===== src/rtl/vga_bounce_pattern_gen.sv =====
// vga_bounce_pattern_gen
//   Pixel source that feeds the VGA timing generator's 24-bit Data input.
//   It draws colour bars, a one-pixel white border around the active area, and a solid
//   box that bounces around the active area. The box moves at most once per FRAME_DIV
//   frames, and the frame boundary is the falling edge of vga_vs.
//   The output is registered, so data at clock t+1 reflects pix_* at clock t.
//
//   Optional build macro: GRID_OVERLAY_EN. When it is defined, pixels on every 32nd
//   column or row turn grey (808080). The grid sits below the box and the border and
//   above the bars.
//
// Ports
//   sys_clk     in   1   pixel clock
//   rst_n       in   1   asynchronous, active-low reset
//   vga_vs      in   1   vertical sync, active-low pulse
//   pix_de      in   1   active-area enable
//   pix_x       in   12  active-area column
//   pix_y       in   12  active-area row
//   pause       in   1   freezes box motion; drawing continues
//   data        out  24  pixel colour {R,G,B}
//   frame_tick  out  1   one-clock pulse per vga_vs falling edge
//
// Direction encoding (per axis)
//   state   | meaning
//   DIR_FWD | moving toward larger coordinates (RIGHT / DOWN)
//   DIR_REV | moving toward zero (LEFT / UP)

module vga_bounce_pattern_gen #(
    parameter int          H_ACT     = 640,
    parameter int          V_ACT     = 480,
    parameter int          BOX_W     = 64,
    parameter int          BOX_H     = 48,
    parameter int          STEP      = 2,
    parameter int          FRAME_DIV = 1,
    parameter logic [23:0] BOX_COLOR = 24'hFFFF00
) (
    input  logic        sys_clk,
    input  logic        rst_n,
    input  logic        vga_vs,
    input  logic        pix_de,
    input  logic [11:0] pix_x,
    input  logic [11:0] pix_y,
    input  logic        pause,
    output logic [23:0] data,
    output logic        frame_tick
);

    typedef enum logic {DIR_FWD = 1'b0, DIR_REV = 1'b1} dir_t;

    localparam int              FCW       = (FRAME_DIV > 1) ? $clog2(FRAME_DIV) : 1;
    localparam logic [FCW-1:0]  FCNT_LAST = FCW'(FRAME_DIV - 1);
    localparam logic [12:0]     X_MAX     = 13'(H_ACT - BOX_W);
    localparam logic [12:0]     Y_MAX     = 13'(V_ACT - BOX_H);
    localparam logic [12:0]     STEP13    = 13'(STEP);
    localparam int              BAR_W     = H_ACT / 8;

    logic           vs_q, vs_d;
    logic           frame_tick_q, frame_tick_d;
    logic [FCW-1:0] frame_cnt_q, frame_cnt_d;
    logic [11:0]    box_x_q, box_x_d, box_y_q, box_y_d;
    dir_t           dir_x_q, dir_x_d, dir_y_q, dir_y_d;
    logic [23:0]    data_q, data_d;

    logic           move;
    logic [12:0]    x_sum, y_sum;
    logic [12:0]    box_x_end, box_y_end;
    logic           in_box, on_border;
    logic [2:0]     bar_idx;
    logic [23:0]    bar_color;

    // Frame detect, frame divider and box motion.
    always_comb begin
        vs_d         = vga_vs;
        frame_tick_d = vs_q & ~vga_vs;
        frame_cnt_d  = frame_cnt_q;
        box_x_d      = box_x_q;
        box_y_d      = box_y_q;
        dir_x_d      = dir_x_q;
        dir_y_d      = dir_y_q;
        x_sum        = {1'b0, box_x_q} + STEP13;
        y_sum        = {1'b0, box_y_q} + STEP13;
        move         = frame_tick_q && (frame_cnt_q == FCNT_LAST);

        // The divider keeps counting while paused so that the move cadence does not drift.
        if (frame_tick_q) begin
            frame_cnt_d = (frame_cnt_q == FCNT_LAST) ? '0 : frame_cnt_q + 1'b1;
        end

        if (move && !pause) begin
            // The edge is clamped rather than overshot, so the box never leaves the active area.
            if (dir_x_q == DIR_FWD) begin
                if (x_sum >= X_MAX) begin
                    box_x_d = X_MAX[11:0];
                    dir_x_d = DIR_REV;
                end else begin
                    box_x_d = x_sum[11:0];
                end
            end else begin
                if ({1'b0, box_x_q} <= STEP13) begin
                    box_x_d = '0;
                    dir_x_d = DIR_FWD;
                end else begin
                    box_x_d = box_x_q - STEP13[11:0];
                end
            end

            if (dir_y_q == DIR_FWD) begin
                if (y_sum >= Y_MAX) begin
                    box_y_d = Y_MAX[11:0];
                    dir_y_d = DIR_REV;
                end else begin
                    box_y_d = y_sum[11:0];
                end
            end else begin
                if ({1'b0, box_y_q} <= STEP13) begin
                    box_y_d = '0;
                    dir_y_d = DIR_FWD;
                end else begin
                    box_y_d = box_y_q - STEP13[11:0];
                end
            end
        end
    end

    // Pixel colour selection.
    always_comb begin
        box_x_end = {1'b0, box_x_q} + 13'(BOX_W);
        box_y_end = {1'b0, box_y_q} + 13'(BOX_H);
        in_box    = (pix_x >= box_x_q) && ({1'b0, pix_x} < box_x_end) &&
                    (pix_y >= box_y_q) && ({1'b0, pix_y} < box_y_end);
        on_border = (pix_x == 12'd0) || (pix_x == 12'(H_ACT - 1)) ||
                    (pix_y == 12'd0) || (pix_y == 12'(V_ACT - 1));

        // The bar index comes from threshold compares, which avoids a divider.
        bar_idx = 3'd0;
        for (int k = 1; k < 8; k++) begin
            if (pix_x >= 12'(k * BAR_W)) bar_idx = 3'(k);
        end

        case (bar_idx)
            3'd0:    bar_color = 24'hFFFFFF;
            3'd1:    bar_color = 24'hFFFF00;
            3'd2:    bar_color = 24'h00FFFF;
            3'd3:    bar_color = 24'h00FF00;
            3'd4:    bar_color = 24'hFF00FF;
            3'd5:    bar_color = 24'hFF0000;
            3'd6:    bar_color = 24'h0000FF;
            default: bar_color = 24'h000000;
        endcase

        if (!pix_de)        data_d = 24'h000000;
        else if (in_box)    data_d = BOX_COLOR;
        else if (on_border) data_d = 24'hFFFFFF;
`ifdef GRID_OVERLAY_EN
        else if ((pix_x[4:0] == 5'd0) || (pix_y[4:0] == 5'd0)) data_d = 24'h808080;
`endif
        else                data_d = bar_color;
    end

    always_ff @(posedge sys_clk or negedge rst_n) begin
        if (!rst_n) begin
            vs_q         <= 1'b1;
            frame_tick_q <= 1'b0;
            frame_cnt_q  <= '0;
            box_x_q      <= '0;
            box_y_q      <= '0;
            dir_x_q      <= DIR_FWD;
            dir_y_q      <= DIR_FWD;
            data_q       <= '0;
        end else begin
            vs_q         <= vs_d;
            frame_tick_q <= frame_tick_d;
            frame_cnt_q  <= frame_cnt_d;
            box_x_q      <= box_x_d;
            box_y_q      <= box_y_d;
            dir_x_q      <= dir_x_d;
            dir_y_q      <= dir_y_d;
            data_q       <= data_d;
        end
    end

    assign data       = data_q;
    assign frame_tick = frame_tick_q;

endmodule


===== config.mk =====
export PLATFORM = sky130hd
export DESIGN_NAME = vga_bounce_pattern_gen
export DESIGN_NICKNAME = d
export VERILOG_FILES = /design/src/rtl/vga_bounce_pattern_gen.sv
export SDC_FILE = /design/constraint.sdc
export NUM_CORES = 1
export LEC_CHECK = 0
export BUFFER_PORTS_ARGS = -buffer_cell sky130_fd_sc_hd__buf_2
export CORE_UTILIZATION = 35
export CTS_CLUSTER_DIAMETER = 80
export CTS_CLUSTER_SIZE = 40
export DETAILED_ROUTE_END_ITERATION = 10
export GPL_TIMING_DRIVEN = 0
export REMOVE_ABC_BUFFERS = 1
export SYNTH_ARGS = -nofsm -noshare
export SYNTH_HDL_FRONTEND = slang
export SYNTH_SLANG_ARGS = --single-unit

===== constraint.sdc =====
create_clock -name sys_clk -period 7.2 [get_ports sys_clk]
set_clock_uncertainty 0.1 [all_clocks]
set_input_delay 0.72 -clock sys_clk [delete_from_list [all_inputs] [get_ports sys_clk]]
set_output_delay 0.72 -clock sys_clk [all_outputs]
set_load 0.01 [all_outputs]

==> summary.txt, run 1 <==
Power and ir drop
  – Maximum vdd drop: 0.000145 V
  – Leakage: approximately 1.7 nW
  – Power per cell area: ~260 nW/um^2

Clock network
  – Clock sinks: 29
  – Clock Path Buffers: 2
  – Number of buffers added for setup after CTS: 0
  – Clock slew at reported path FFs: 0.07 ns
  – H-tree levels: 2
  – Worst skew pair latency: 0.29 ns
  – TritonCTS Buffers: 5
  – Resized cells post-CTS: 0
  – CTS root buf: clkbuf_8
  – Number of hold buffers added after CTS: 0
  – TritonCTS clock tree: done

STA
  – Period utilisation layout: 54.3%
  – Worst slew pin tran: 1.20 ns
  – Unrepaired setup endpoints after global routing: false
  – Setup TNS: 0 ns
  – F_max: 256 MHz
  – Final slew viol count: 0
  – Final hold vios: 0
  – Relative slew slack: 20.1%
  – Fin crit period: 3.91 ns
  – Setup Viol. Count Final: 0
  – Post-route setup slack: around 3.3 ns

Logic synthesis
  – Mean Syn Cell Area: 7.95 sq um
  – Cell taking the most area after synthesis: dfrtp_1
  – Sequential-to-total area share from yosys stat: about a fifth
  – Syn Inst Count: 441
  – EDFF count, synth: 0
  – Ys Warns: 0
  – Asr flop ratio synth: 100%
  – #FFs+latches synth: 29
  – Post-synth top area share: 20.0%
  – Synth cell types: 69
  – Mapped cell area: about 3500 sq um
  – Synth top cells by count: ha_1, inv_1, a21oi_1, nor2_1, dfrtp_1
  – Main area contributors after synthesis: dfrtp_1, ha_1, buf_4
  – Most common cell in the netlist: ha_1
  – Top_reg_cell synth: dfrtp_1

Global routing
  – Vias in the first global route: 3183
  – GRT Residual Overflow: 0
  – Initial antenna violation count: 0
  – Pin count of the biggest net entering global routing: 30
  – GRT Resource Usage Total: 18.7%
  – First-pass GRT wire length: 15.4 mm

Route
  – Routed wire length: 9.14 mm
  – DRC: 0
  – Drt via density: 5.72
  – DR WL/cell: 15.4 um
  – Vias: 3387
  – Starting DRC count in detailed routing: 142
  – Antenna-violating nets left: 0
  – 1st-pass router iterations: 4

Setup path
  – Worst Path Arrival: 4.04 ns
  – CP Launch Type: flip-flop
  – Worst endpoint required time: 7.33 ns
  – CP Max Fanout: 15
  – Endpoint class of the critical path: flip-flop
  – Crit-path slowest cell: dfrtp_1
  – Crit-path cells: inv_1 > ha_1 > nor4_1 > xnor2_1 > ha_1 > a2111oi_0 > o21ai_0 > a211oi_1 > a311oi_1 > nor4_1 > o31a_1
  – Max incr delay on CP: approximately 0.64 ns
  – Crit Path Class: flip-flop to flip-flop

Place
  – DP Wirelength: 6.91 mm
  – IO buf count: 53
  – Place WS: 3.33 ns
  – Placed Area: 3680 sq um
  – Final GP Congestion: approximately 0.9

Worst hold path
  – HP Class: input port to async pin

Die
  – Num rows: 36
  – Initial cell density of the core: 36.0%
  – Die W: 102 um
  – CORE AREA: ~9700 sq um
  – Die Area: 10400 sq um
  – Die height: 102 um
  – Num ports: 54

Cells and area
  – Area Overhead vs Synth: 7.31%
  – Final instance area: 3760 sq um
  – Fin nets: 533
  – ANT cells: 0
  – Layout cell share with drive strength beyond 1: 15.5%

Outcome
  – Status: completed

Run
  – Max-Cap Viols: 0
-- cells by family (layout without fill, tap and decap cells) --
logic type	Yosys count	count (layout)	share of synthesized area, %
flip-flops	29	29	20.7
buffers and inverters	75	93	11.0
AO/OA/AOI/OAI	138	138	27.0
XOR/XNOR	14	14	3.50
multiplexers	3	3	0.892
adder cells (fa/ha/maj)	47	47	16.7
AND/OR/NAND/NOR	135	135	20.2
-- layout by cell type, fill, tap and decap left out, drive strengths merged, types with 4 or more instances in the layout --
cell type	count
buf	53
ha	46
inv	32
a21oi	30
nor2	29
dfrtp	28
nand2	27
o21ai	26
nand4	13
nand3	12
xnor2	12
nor3	11
o22ai	10
nor4	9
o211ai	7
nor2b	7
or3	6
a21o	5
a31oi	5
clkbuf	5
a2111oi	4
a211o	4
a22o	4
o221ai	4
-- worst paths after layout --
check | cells after the start | slack, ns | end | startpoint
min in group sys_clk | 1 | 0.40 | frame_tick | vs_q
max | 11 | 3.29 | data[15] | box_y_q[4]
max in group asynchronous | 1 | 6.15 | box_y_q[2] | rst_n
min reg2reg | 1 | 0.40 | frame_tick | vs_q
max reg2reg | 11 | 3.29 | data[15] | box_y_q[4]
min | 1 | 0.38 | box_x_q[4] | rst_n
-- where the power goes --
part	total (mW)	switching (mW)	leakage (nW)	internal, mW
Clock	0.139	0.0720	0.0439	0.0667
Combinational	0.525	0.308	1.27	0.217
Sequential	0.314	0.109	0.354	0.205
Total	0.978	0.489	1.67	0.489
-- routing by layer --
layer	GRT usage [%]	share of wire, %
met1	24.7	47
met2	31.5	47
met3	2.46	4.5
met4	5.71	1.3
met5	0	0
-- cell type report --
cell class,instances,area (sq um)
Tap cell,133,166
Timing Repair Buffer,53,265
Multi-Input combinational cell,337,2400
Sequential cell,29,727
Inverter,32,120
Fill cell,1034,5970
Clock buffer,5,68.8
Clock inverter,3,17.5
-- stage by stage --
step	utilization [%]	hold WS (ns)	cells	power, mW
after detailed placement	37.8	0.394	584	0.834
after floorplan	-	0.324	398	0.672
after global routing	38.7	0.410	592	1.08
after global placement	37.8	0.393	584	0.817
final	38.7	0.377	592	0.978
after CTS	38.7	0.404	592	0.978
-- worst max-delay path, delay by kind of cell (launching register included) --
family / cells / cell delay, ns
AO/OA/AOI/OAI: 5 / 1.23
XOR/XNOR: 1 / 0.17
adder cells (fa/ha/maj): 2 / 0.57
buffers and inverters: 1 / 0.21
flip-flops: 1 / 0.64
AND/OR/NAND/NOR: 2 / 0.90
-- flip-flops by register name (all words and copies together) (netlist names) --
signal      flops
box_x_q        11
vs_q            1
box_y_q        11
frame_tick      1
dir_y_q         1
data            3
dir_x_q         1
Note: power is estimated with default switching activity, not from simulation.
==> inputs of run 2 (changes only) <==
clock period = 3.4 ns   (was 7.2 ns; I/O delays follow)
==> run 2 against run 1 <==
  * The flow now finishes with violations (hold timing)
  * Non-clock buffer count grew 5
  * Maximum frequency grew 26%
  * Final cell count grew 0.84%
  * Core utilization grew 0.69 points
  * Via count grew 0.77%
  * Sequential cell count is the same
  * First-iteration DRC count shrank 12%
  * Clock power grew 110%
  * Count of clock-buffer cells in the layout is the same
  * Sequential power grew 100%
  * Critical endpoint unchanged
==> summary.txt, run 2 (synthesis gave the netlist of run 1 again) <==
Global routing
  – First-pass GRT wire length: 15.4 mm (about the same)
  – Vias in the first global route: 3195 (was 3183)
  – Initial antenna violation count: 0 (unchanged)
  – GRT Residual Overflow: 0 (unchanged)
  – Pin count of the biggest net entering global routing: 30 (unchanged)
  – GRT Resource Usage Total: 18.7% (about the same)

Clock network
  – H-tree levels: 2 (unchanged)
  – Worst skew pair latency: 0.29 ns (about the same)
  – TritonCTS Buffers: 5 (unchanged)
  – Clock slew at reported path FFs: 0.07 ns (about the same)
  – Clock Path Buffers: 2 (unchanged)
  – TritonCTS clock tree: done (unchanged)
  – Clock sinks: 29 (unchanged)
  – Number of hold buffers added after CTS: 0 (unchanged)
  – CTS root buf: clkbuf_8 (unchanged)

Cells and area
  – Layout cell share with drive strength beyond 1: 17.9% (was 15.5%)
  – ANT cells: 0 (unchanged)
  – Fin nets: 538 (was 533)
  – Final instance area: 3830 sq um (was 3760 sq um)
  – Commonest non-fill, non-tap cell in the layout: buf_2 (unchanged)
  – Core Util, Final: 39.4% (was 38.7%)
  – Area Overhead vs Synth: 9.24% (was 7.31%)
  – Commonest cells after routing, fill and taps aside: buf_2, ha_1, inv_1 (unchanged)
  – Post-route insts no fill: 597 (was 592)

Setup path
  – Worst Path Arrival: 3.18 ns (was 4.04 ns)
  – CP Max Fanout: 6 (was 15)
  – CP most frequent cell: ha_1
  – Endpoint class of the critical path: flip-flop (unchanged)
  – Crit Path Class: flip-flop to flip-flop (unchanged)
  – Max incr delay on CP: 0.54 ns (was 0.64 ns)
  – Crit-path cells: inv_1 > ha_1 > nor2_1 > xnor2_1 > ha_1 > nand3_1 > a2111oi_0 > a211oi_2 > a311oi_1 > nor4_2 > o31a_1 (was inv_1 > ha_1 > nor4_1 > xnor2_1 > ha_1 > a2111oi_0 > o21ai_0 > a211oi_1 > a311oi_1 > nor4_1 > o31a_1)
  – CP Launch Type: flip-flop (unchanged)
  – Crit-path slowest cell: a2111oi_0 (was dfrtp_1)
  – Worst endpoint required time: 3.47 ns (was 7.33 ns)

Route
  – 1st-pass router iterations: 5 (was 4)
  – Routed wire length: 9.23 mm (was 9.14 mm)
  – DR top layer: met4 (unchanged)
  – DRC: 0 (unchanged)
  – Met2 routed WL: 4.34 mm (was 4.29 mm)
  – DR WL/cell: 15.5 um (was 15.4 um)
  – Met3 routed WL: 410 um (was 407 um)
  – Vias: 3413 (was 3387)
  – Antenna-violating nets left: 0 (unchanged)
  – Post-Route M1 WL: 4.34 mm (was 4.33 mm)
  – Starting DRC count in detailed routing: 125 (was 142)
  – Drt via density: 5.72 (about the same)

Place
  – DP Wirelength: 6.91 mm (unchanged)
  – IO buf count: 53 (unchanged)
  – Placed cell count: 584 (unchanged)
  – Placed Area: 3680 sq um (unchanged)
  – Final GP Congestion: 0.898 (unchanged)

Die
  – Num ports: 54 (unchanged)
  – CORE AREA: 9730 sq um (unchanged)
  – Initial cell density of the core: 36.0% (unchanged)
  – Die W: 102 um (unchanged)
  – Die Area: 10400 sq um (unchanged)
  – Num rows: 36 (unchanged)
  – Die height: 102 um (unchanged)

Power and ir drop
  – Internal: 1.08 mW (was 0.489 mW)
  – Logic pwr share: 56.5% (was 53.7%)
  – Power per cell area: 558 nW/um^2 (was 260 nW/um^2)
  – Maximum vdd drop: 0.000313 V (was 0.000145 V)
  – Flop pwr share: 29.9% (was 32.2%)
  – Clock power frac: 13.6% (was 14.2%)
  – Switching power total: 1.06 mW (was 0.489 mW)
  – Leakage: 1.70 nW (was 1.67 nW)
  – Switch share: 49.5% (was 50.0%)

STA
  – Setup Viol. Count Final: 0 (unchanged)
  – Final hold vios: 2 (was 0)
  – F_max: 322 MHz (was 256 MHz)
  – Worst slew pin tran: 1.17 ns (was 1.20 ns)
  – Relative slew slack: 21.7% (was 20.1%)
  – Fin crit period: 3.10 ns (was 3.91 ns)
  – Unrepaired setup endpoints after global routing: false (unchanged)
  – Final slew viol count: 0 (unchanged)
  – Hold WS: -0.000642 ns (was 0.377 ns)
  – Period utilisation layout: 91.3% (was 54.3%)

Outcome
  – Failing checks: hold timing
  – Status: finished with violations (was completed)

Run
  – Max-Cap Viols: 0 (unchanged)

Worst hold path
  – HP Class: input port to async pin (unchanged)
run 2: cell count changes in the layout (fill, tap and decap cells not counted), sizes merged:
cell / change
buf: +5
run 2: timing repair:
item / in CTS / in global routing
gates resized for setup: 4 / 4
endpoints found under the hold margin: 0 / 0
setup buffers: 1 / 4
pin swaps: 0 / 1
endpoints found under the setup margin: 3 / 5
run 2: final cells by class:
cell class                      instances  area [sq um]
Timing Repair Buffer                   58           303
Clock buffer                            5          68.8
Multi-Input combinational cell        337          2430
Sequential cell                        29           729
Tap cell                              133           166
Fill cell                            1021          5900
Clock inverter                          3          17.5
Inverter                               32           120
run 2: worst max-delay path, delay by kind of cell, from the launching register on:
family / cells / cell delay (ns)
AO/OA/AOI/OAI: 4 / 1.27
adder cells (fa/ha/maj): 2 / 0.61
flip-flops: 1 / 0.45
AND/OR/NAND/NOR: 3 / 0.29
buffers and inverters: 1 / 0.14
XOR/XNOR: 1 / 0.13
run 2: path summary, 6_finish.rpt:
kind | from | endpoint | slack, ns | cells after the start
min reg2reg | vs_q | frame_tick | 0.40 | 1
max | box_y_q[5] | data[15] | 0.30 | 11
max in group asynchronous | rst_n | box_y_q[5] | 2.68 | 1
min in group sys_clk | vga_vs | vs_q | 0.06 | 1
min | rst_n | box_x_q[4] | -0.0006 | 1
max reg2reg | box_y_q[5] | data[15] | 0.30 | 11
run 2: per-stage QoR:
stage	worst slack (ns)	TNS [ns]	power (mW)	hold slack (ns)
detailed placement	-0.475	-1.39	1.77	0.346
global route	0.00759	0	2.35	0.0496
global placement	-0.501	-1.45	1.73	0.340
CTS	0.000735	0	2.09	0.0286
floorplan	0.270	0	1.42	-0.0556
finish	0.295	0	2.14	-0.000642
run 2: layer usage:
layer	vias up	global-route usage (%)
li1	1689	-
met1	1600	24.5
met2	110	31.7
met3	14	2.39
met4	0	6.04
met5	-	0
run 2: power groups by stage:
stage | registers, mW | logic (mW) | clock network, mW
2_1_floorplan | 0.617 | 0.807 | 0
3_3_place_gp | 0.664 | 1.07 | 0
3_5_place_dp | 0.667 | 1.10 | 0
4_1_cts | 0.645 | 1.14 | 0.302
5_1_grt | 0.664 | 1.37 | 0.317
6_report | 0.640 | 1.21 | 0.290
==> inputs of run 3 (changes only) <==
CORE_UTILIZATION = 44   (was 35)
PLACE_DENSITY = 0.67   (was not set)
clock period = 2.79 ns   (was 3.4 ns; I/O delays follow)
==> run 3 against run 2 <==
  * The flow now finishes without violations
  * Largest cell class unchanged
  * Non-clock buffer count rose by 20
  * Combinational power up 40%
  * Power grew 32%
  * Setup slack lost 0.20 ns
  * Critical path depth decreased by 1
==> summary.txt, run 3 (synthesis gave the netlist of run 1 again) <==
Setup path
  – Max incr delay on CP: 0.44 ns (was 0.54 ns)
  – Crit-path slowest cell: dfrtp_2 (was a2111oi_0)
  – CP Launch Type: flip-flop (unchanged)
  – Worst endpoint required time: 2.87 ns (was 3.47 ns)
  – CP Max Fanout: 11 (was 6)
  – Endpoint class of the critical path: flip-flop (unchanged)
  – Crit-path cells: buf_4 > o21ai_0 > xnor2_1 > ha_1 > nand3_1 > a2111oi_4 > a211oi_2 > a311oi_2 > nor4_4 > o31a_1 (was inv_1 > ha_1 > nor2_1 > xnor2_1 > ha_1 > nand3_1 > a2111oi_0 > a211oi_2 > a311oi_1 > nor4_2 > o31a_1)
  – Worst Path Arrival: 2.77 ns (was 3.18 ns)
  – Crit Path Class: flip-flop to flip-flop (unchanged)

Power and ir drop
  – Power per cell area: 697 nW/um^2 (was 558 nW/um^2)
  – Flop pwr share: 27.3% (was 29.9%)
  – Leakage: 1.79 nW (was 1.70 nW)
  – Switch share: 49.1% (was 49.5%)
  – Switching power total: 1.39 mW (was 1.06 mW)
  – Maximum vdd drop: 0.000455 V (was 0.000313 V)
  – Logic pwr share: 60.3% (was 56.5%)
  – Internal: 1.44 mW (was 1.08 mW)
  – Clock power frac: 12.4% (was 13.6%)

Cells and area
  – Storage cell area: 742 sq um (was 729 sq um)
  – Area occupied by multi-input gates: 2520 sq um (was 2430 sq um)
  – Core Util, Final: 52.5% (was 39.4%)
  – Layout cell share with drive strength beyond 1: 25.2% (was 17.9%)
  – Fin nets: 558 (was 538)
  – Commonest cells after routing, fill and taps aside: buf_2, ha_1, a21oi_1 (was buf_2, ha_1, inv_1)
  – ANT cells: 0 (unchanged)
  – Post-route insts no fill: 586 (was 597)
  – Commonest non-fill, non-tap cell in the layout: buf_2 (unchanged)
  – Area Overhead vs Synth: 15.7% (was 9.24%)
  – Number of fill cells: 744 (was 1021)

Clock network
  – CTS root buf: clkbuf_8 (unchanged)
  – Clock sinks: 29 (unchanged)
  – Clock slew at reported path FFs: 0.07 ns (about the same)
  – Worst skew pair latency: 0.29 ns (about the same)
  – H-tree levels: 2 (unchanged)
  – TritonCTS Buffers: 5 (unchanged)
  – Clock Path Buffers: 2 (unchanged)
  – TritonCTS clock tree: done (unchanged)

Worst hold path
  – HP Class: input port to flip-flop (was input port to async pin)

Place
  – IO buf count: 53 (unchanged)
  – DP Wirelength: 6.80 mm (was 6.91 mm)
  – Placed cell count: 553 (was 584)
  – Final GP Congestion: 0.881 (was 0.898)

STA
  – Worst slew pin tran: 1.07 ns (was 1.17 ns)
  – Final slew viol count: 0 (unchanged)
  – Period utilisation layout: 96.4% (was 91.3%)
  – Final hold vios: 0 (was 2)
  – Setup TNS: 0 ns (unchanged)
  – Fin crit period: 2.69 ns (was 3.10 ns)
  – Unrepaired setup endpoints after global routing: true (was false)
  – Relative slew slack: 28.9% (was 21.7%)
  – F_max: 372 MHz (was 322 MHz)
  – Setup Viol. Count Final: 0 (unchanged)

Route
  – Vias: 3588 (was 3413)
  – DR WL/cell: 16.0 um (was 15.5 um)
  – Drt via density: 6.12 (was 5.72)
  – Routed wire length: 9.37 mm (was 9.23 mm)
  – 1st-pass router iterations: 5 (unchanged)
  – Starting DRC count in detailed routing: 326 (was 125)
  – DRC: 0 (unchanged)
  – Antenna-violating nets left: 0 (unchanged)

Outcome
  – Status: completed (was finished with violations)

Die
  – Die W: 91.3 um (was 102 um)
  – CORE AREA: 7730 sq um (was 9730 sq um)
  – Die Area: 8330 sq um (was 10400 sq um)
  – Initial cell density of the core: 45.4% (was 36.0%)
  – Num ports: 54 (unchanged)
  – Num rows: 32 (was 36)
  – Die height: 91.3 um (was 102 um)

Global routing
  – Initial antenna violation count: 0 (unchanged)
  – Vias in the first global route: 3154 (was 3195)
  – GRT Residual Overflow: 0 (unchanged)
  – Pin count of the biggest net entering global routing: 30 (unchanged)
  – First-pass GRT wire length: 15.2 mm (was 15.4 mm)
  – GRT Resource Usage Total: 22.4% (was 18.7%)

Run
  – Max-Cap Viols: 0 (unchanged)
[run 3: cell count changes in the layout (fill, tap and decap cells not counted), moves of 2 or more]
cell / delta
a2111oi_4: +2
buf_4: +17
dfrtp_1: -10
dfrtp_2: +10
dlygate4sd3_1: +2
inv_1: -4
inv_2: +2
inv_4: +2
nor4_2: -2
nor4_4: +2
[run 3: what timing repair did]
action / in CTS / in global routing
resized for setup: 22 / 17
setup buffers: 11 / 12
pin swaps: 4 / 2
endpoints found under the setup margin: 13 / 10
hold buffers: 2 / 0
hold endpoints to repair: 29 / 0
[run 3: layer usage]
| layer | vias up | part of all wire (%) | track usage [%] |
|---|---|---|---|
| met1 | 1682 | 47 | 30.8 |
| li1 | 1727 | - | - |
| met5 | - | 0 | 0 |
| met3 | 19 | 7.2 | 4.27 |
| met2 | 160 | 44 | 36.1 |
| met4 | 0 | 1.8 | 5.56 |
[run 3: worst max-delay path, delay by kind of cell (launching register included)]
kind / cells / cell delay (ns)
AO/OA/AOI/OAI: 5 / 1.21
flip-flops: 1 / 0.44
adder cells (fa/ha/maj): 1 / 0.31
AND/OR/NAND/NOR: 2 / 0.22
buffers and inverters: 1 / 0.19
XOR/XNOR: 1 / 0.11
[run 3: power by group through the flow]
| stage | clock (mW) | combinational, mW | sequential [mW] |
|---|---|---|---|
| after global placement | 0 | 1.29 | 0.808 |
| after CTS | 0.355 | 1.54 | 0.754 |
| after detailed placement | 0 | 1.34 | 0.812 |
| after floorplan | 0 | 0.983 | 0.752 |
| after global routing | 0.377 | 1.90 | 0.796 |
| final | 0.352 | 1.70 | 0.771 |
[run 3: path summary, 6_finish.rpt]
check | start | end | slack (ns) | depth (start not counted)
max in group asynchronous | rst_n | box_x_q[8] | 1.67 | 2
max reg2reg | box_y_q[5] | data[15] | 0.1 | 10
max | box_y_q[5] | data[15] | 0.1 | 10
min reg2reg | vs_q | frame_tick | 0.41 | 1
min | pix_de | data[22] | 0.13 | 2
min in group asynchronous | rst_n | box_x_q[2] | 0.44 | 2
[run 3: area by class of cell]
class,count,share of cell area (%)
Clock inverter,3,0.432
Timing Repair Buffer,78,11.2
Inverter,32,3.08
Tap cell,102,3.15
Multi-Input combinational cell,337,62.1
Sequential cell,29,18.3
Clock buffer,5,1.70
[run 3: per-stage QoR]
stage	hold slack [ns]	cell area (sq um)	power, mW	worst slack, ns
after floorplan	-0.117	3240	1.74	-0.340
final	0.128	4060	2.83	0.0994
after detailed placement	0.263	3640	2.15	-1.20
after global placement	0.259	3640	2.10	-1.11
after CTS	0.132	3910	2.65	0.00489
after global routing	0.136	4060	3.07	-0.0705
